**config.mk**
```make
export PLATFORM = sky130hd
export DESIGN_NAME = instr_packer
export DESIGN_NICKNAME = d
export VERILOG_FILES = /design/src/rtl/instr_packer.sv
export SDC_FILE = /design/constraint.sdc
export NUM_CORES = 1
export LEC_CHECK = 0
export CAP_MARGIN = 20
export CORE_ASPECT_RATIO = 1.4
export CORE_MARGIN = 2
export CORE_UTILIZATION = 49
export DETAILED_ROUTE_END_ITERATION = 8
export PLACE_DENSITY = 0.84
export SLEW_MARGIN = 30
export SYNTH_ARGS = -nofsm -noshare
export SYNTH_HDL_FRONTEND = slang
export SYNTH_SLANG_ARGS = --single-unit
export TNS_END_PERCENT = 10
```
**constraint.sdc**
```tcl
create_clock -name clk -period 3.9 [get_ports clk]
set_input_delay 0.78 -clock clk [delete_from_list [all_inputs] [get_ports clk]]
set_output_delay 0.78 -clock clk [all_outputs]
set_load 0.02 [all_outputs]
```
**src/rtl/instr_packer.sv**
```systemverilog
// -----------------------------------------------------------------------------
// instr_packer
//   Packs opcode/m/rd/rs1/imm fields into 16-bit instruction words and writes
//   them one after another into instruction memory. The program loader uses it
//   to fill instruction memory before the core runs.
//   Input side is a valid/ready handshake. Each accepted word produces exactly
//   one registered memory write on the following clock.
//
//   Optional feature macro: PACK_CHECK_EN
//     Defined   : an opcode above MAX_OPC is still accepted but is not written.
//                 In that case the sticky err flag is set.
//     Undefined : every opcode is written, and err is held at 0.
//
// Ports
//   clk        in   rising-edge clock
//   rst_n      in   synchronous active-low reset
//   start      in   begin a load session (honoured in IDLE only)
//   finish     in   end the session (honoured in LOAD/FULL)
//   in_valid   in   field set valid
//   in_ready   out  packer can accept fields (high in LOAD only)
//   opcode     in   [3:0] -> word[15:12]
//   m          in         -> word[11]
//   rd         in   [2:0] -> word[10:8]
//   rs1        in   [2:0] -> word[7:5]
//   imm        in   [4:0] -> word[4:0]
//   mem_we     out  one-cycle write strobe
//   mem_addr   out  [ADDR_W-1:0] write address
//   mem_wdata  out  [15:0] packed instruction word
//   count      out  [ADDR_W:0] words written this session
//   full       out  DEPTH words written (FULL state)
//   done       out  one-cycle pulse on return to IDLE
//   err        out  sticky illegal-opcode flag
// -----------------------------------------------------------------------------
module instr_packer #(
  parameter int              ADDR_W    = 8,
  parameter logic [ADDR_W-1:0] BASE_ADDR = '0,
  parameter int              DEPTH     = 256,
  parameter logic [3:0]      MAX_OPC   = 4'hB
) (
  input  logic              clk,
  input  logic              rst_n,
  input  logic              start,
  input  logic              finish,
  input  logic              in_valid,
  output logic              in_ready,
  input  logic [3:0]        opcode,
  input  logic              m,
  input  logic [2:0]        rd,
  input  logic [2:0]        rs1,
  input  logic [4:0]        imm,
  output logic              mem_we,
  output logic [ADDR_W-1:0] mem_addr,
  output logic [15:0]       mem_wdata,
  output logic [ADDR_W:0]   count,
  output logic              full,
  output logic              done,
  output logic              err
);

  typedef enum logic [1:0] {IDLE, LOAD, FULL} state_t;

  localparam logic [ADDR_W:0] DEPTH_C = DEPTH[ADDR_W:0];
  localparam logic [ADDR_W:0] ONE_C   = {{ADDR_W{1'b0}}, 1'b1};

  state_t          state;
  logic            xfer;
  logic            opc_illegal;
  logic            legal;
  logic [ADDR_W:0] count_inc;
  logic [15:0]     word;

  // Ready is a pure function of state, so it drops on the cycle after the
  // transfer that fills the session.
  assign in_ready    = (state == LOAD);
  assign xfer        = in_valid & in_ready;
  assign count_inc   = count + ONE_C;
  assign word        = {opcode, m, rd, rs1, imm};
  assign opc_illegal = (opcode > MAX_OPC);

`ifdef PACK_CHECK_EN
  assign legal = ~opc_illegal;
`else
  logic unused_opc_chk;
  assign legal          = 1'b1;
  assign unused_opc_chk = opc_illegal;
`endif

  always_ff @(posedge clk) begin
    if (!rst_n) begin
      // A transfer sampled in the same cycle as reset is dropped.
      state     <= IDLE;
      mem_we    <= 1'b0;
      mem_addr  <= BASE_ADDR;
      mem_wdata <= 16'h0000;
      count     <= '0;
      full      <= 1'b0;
      done      <= 1'b0;
      err       <= 1'b0;
    end else begin
      mem_we <= 1'b0;
      done   <= 1'b0;
      case (state)
        IDLE: begin
          // When start and finish arrive together, start wins.
          if (start) begin
            state <= LOAD;
            count <= '0;
            err   <= 1'b0;
          end
        end
        LOAD: begin
          if (xfer) begin
            if (legal) begin
              mem_we    <= 1'b1;
              mem_wdata <= word;
              // The address wraps modulo 2^ADDR_W without any flag.
              mem_addr  <= BASE_ADDR + count[ADDR_W-1:0];
              count     <= count_inc;
              if (count_inc == DEPTH_C && !finish) begin
                state <= FULL;
                full  <= 1'b1;
              end
            end else begin
`ifdef PACK_CHECK_EN
              err <= 1'b1;
`endif
            end
          end
          // When a transfer and finish arrive together, the word above is
          // still written before returning to IDLE.
          if (finish) begin
            state <= IDLE;
            done  <= 1'b1;
            full  <= 1'b0;
          end
        end
        FULL: begin
          if (finish) begin
            state <= IDLE;
            done  <= 1'b1;
            full  <= 1'b0;
          end
        end
        default: state <= IDLE;
      endcase
    end
  end

endmodule
```
==> qor.yml <==
synth:
  synth_xor_xnor_area_share_pct: 0.4848
  yosys_warnings: 0
  post-synth-top-area-cell: "sky130_fd_sc_hd__dfxtp_1"
  syn-instance-count: 222
  synth.top_cells.by_count: "sky130_fd_sc_hd__nand2_1 (58), sky130_fd_sc_hd__dfxtp_1 (38), sky130_fd_sc_hd__a21boi_0 (25), sky130_fd_sc_hd__o21ai_0 (8), sky130_fd_sc_hd__clkbuf_1 (7)"
  number_of_distinct_library_cell_variants_in_the_gate_level_netlist_after_synthesis: 42
  synthAdderAreaFrac_pct: 3.463
  synth_enable_flop_cells: 0
  synth-compound-area-share_pct: 21.88
  synth_sequential_area_ratio_pct: 42.11
  yosys_register_bits: 38
  simple_gate_area_share_of_the_yosys_netlist_pct: 26.32
  mapped_area_um2: 1807
  netlist_top_cells_area: "sky130_fd_sc_hd__dfxtp_1 (42%), sky130_fd_sc_hd__nand2_1 (12%), sky130_fd_sc_hd__a21boi_0 (10%)"
  post_synth_mux_area_share_pct: 0.5540
  syn_avg_cell_area_um2: 8.138
  yosys.cell_count.top_type: "sky130_fd_sc_hd__nand2_1"
  synth_flop_cell: "sky130_fd_sc_hd__dfxtp_1"
  synth-async-reset-ratio_pct: 0
  syn-num-nets: 248
  synth_top_family_by_area: "simple AND/OR/NAND/NOR gates"
  synth_top_area_share_pct: 42.11
setup_path:
  series_of_cell_instances_along_the_critical_path: "inv_1 > ha_1 > clkdlybuf4s50_1"
  critical_path.reg2reg.startpoint: "count[0]$_SDFFE_PN0P_"
  end_kind: "primary output"
  critPathSlowestCell: "sky130_fd_sc_hd__clkdlybuf4s50_1"
  critical_path.startpoint_type: "register"
  critPathMaxStageDelay_ns: 0.65
  path_max_fanout: 8
  critPathRequiredTime_ns: 3.12
  criticalPathCategory: "register to primary output"
  cp_launch_point: "state[1]$_SDFFE_PN0P_"
  critical_path_arrival_ns: 1.64
global_route:
  grt_first_pass_wirelength_um: 6582
  initial_antenna_violation_count: 0
  pin_count_of_the_biggest_net_entering_global_routing: 41
  number_of_global_route_vias_before_repair: 1488
  globalRouteOverflowTotal: 0
  grt_usage_pct: 19.82
drt:
  drc: 0
  avgRoutedWirePerCell_um: 13.04
  finalWirelength_um: 4109
  drt-vias-per-instance: 5.267
  firstDrtPassIters: 4
  vias: 1659
  drt_iter0_drc: 41
  ant_nets: 0
outcome:
  outcome: "completed"
timing:
  final.setup.tns_ns: 0
  rsz_0062_raised_after_global_routing: "no"
  fin_max_slew_vios: 0
  hold_viol: 0
  slew_headroom_pct: 44.33
  finalCritPeriodShare_pct: 62.01
  finalSetupViolCount: 0
  max_freq_ghz: 0.4135
  clock-skew-final_ns: 0.003191
  fin_crit_ns: 2.418
  worstMarginPinSlew_ns: 0.8330
  post-route-worst-setup-slack_ns: 1.482
cts:
  cts_repair_resized_insts: 0
  clk_pin_slew_worst_paths_ns: 0.07
  ctsRootBufferMaster: "sky130_fd_sc_hd__clkbuf_8"
  max-clock-path-buffers: 2
  cts_inserted_buffers: 5
  cts_hold_repair.buffers: 0
  insertion_delay_ns: 0.29
  htreeDepth: 2
  number_of_sinks_on_the_clock_net: 38
  cts_tree: "built"
  post_cts_buffers: 0
power_and_ir_drop:
  leakage_nw: 0.8869
  power_density_nw_per_um2: 334.2
  irDropWorstVdd_mv: 0.2415
  report.power.total_w: 0.0008237
die:
  fp.dieW_um: 55.32
  placeableCoreArea_um2: 3578
  die_h_um: 75.85
  total_die_area_um2: 4196
  start_util_pct: 50.49
  num_rows: 26
  num_io_pins: 59
layout:
  n_antenna_cell: 0
  post_route_cells_drive_above_1_share_pct: 5.495
  area_growth_syn_to_layout_pct: 36.43
  final_core_density_pct: 68.88
  post_layout_nonfiller_instances: 315
  count_of_nets_after_finishing: 298
worst_hold_path:
  hp-class: "register to register"
  timing.hold.worst.start: "mem_addr[4]$_SDFFE_PN0P_"
placement:
  dp_hpwl_um: 2953
  placed_instances: 307
  globalplace.congestion: 0.8305
  dp_worst_setup_slack_ns: 1.273
  portBuffers: 57
flow_run:
  cap_violations: 0
[registers in the layout (all words and copies together), names as in the netlist]
register	count
mem_wdata	16
count	9
mem_addr	8
state	2
done	1
full	1
mem_we	1
[layer usage]
layer	share of wire [%]	global-route usage [%]
met3	3.5	3.226
met1	41	22.47
met4	2.0	11.11
met5	0	0
met2	54	35.85
[stage by stage]
step | hold slack [ns] | cell area (µm²)
after global routing | 0.4843 | 2465
after floorplan | 0.5163 | 1807
final | 0.4614 | 2465
after CTS | 0.4657 | 2465
after detailed placement | 0.4555 | 2374
after global placement | 0.4500 | 2374
[worst paths after layout]
path / end / slack [ns] / cells after the start
max: in_ready / 1.48 / 3
min: mem_addr[4]$_SDFFE_PN0P_ / 0.46 / 2
max reg2reg: state[0]$_SDFFE_PN0P_ / 1.80 / 6
min reg2reg: mem_addr[4]$_SDFFE_PN0P_ / 0.46 / 2
[critical path: cells and delay by family, from the launching register on]
family     cells  cell delay (ns)
flops          1             0.34
buf+inv        2             0.73
fa+ha+maj      1             0.29
[power by group]
part / total, W / leakage, nW / switching [W] / internal (W)
sequential: 0.000408 / 0.308 / 0.00000780 / 0.000400
combinational: 0.000138 / 0.531 / 0.0000750 / 0.0000627
clock: 0.000278 / 0.0482 / 0.000135 / 0.000143
total: 0.000824 / 0.887 / 0.000218 / 0.000606
[final cells by class]
cell class | count | area [µm²]
fillers | 306 | 1114
multi-input cells | 163 | 955.9
flip-flops and latches | 38 | 760.7
repair buffers | 59 | 585.6
clock buffers | 7 | 86.33
well taps | 42 | 52.55
inverters | 5 | 18.77
clock inverters | 1 | 5.005
[kinds of logic (layout without fill, tap and decap cells)]
logic type,Yosys count,after routing
compound gates,55,55
xor+xnor,1,1
fa+ha+maj,5,5
buf+inv,21,72
flops,38,38
mux,1,1
other cells,1,1
simple gates,100,100
[layout by cell type (no fill, tap or decap), types with 2 or more instances in the layout]
master,instances
sky130_fd_sc_hd__a21boi_0,25
sky130_fd_sc_hd__dfxtp_1,38
sky130_fd_sc_hd__nand2b_1,2
sky130_fd_sc_hd__o211ai_1,3
sky130_fd_sc_hd__and3_1,4
sky130_fd_sc_hd__nor2_1,4
sky130_fd_sc_hd__a21oi_1,6
sky130_fd_sc_hd__nor2b_1,5
sky130_fd_sc_hd__ha_1,5
sky130_fd_sc_hd__clkdlybuf4s50_1,57
sky130_fd_sc_hd__nor4_1,3
sky130_fd_sc_hd__nand2_1,58
sky130_fd_sc_hd__o21ai_0,8
sky130_fd_sc_hd__clkbuf_8,6
sky130_fd_sc_hd__inv_1,5
sky130_fd_sc_hd__nor3_1,5
sky130_fd_sc_hd__o21a_1,3
sky130_fd_sc_hd__and2_1,5
sky130_fd_sc_hd__buf_4,2
sky130_fd_sc_hd__nand3_1,6
Power figures use the tool's default switching activity.
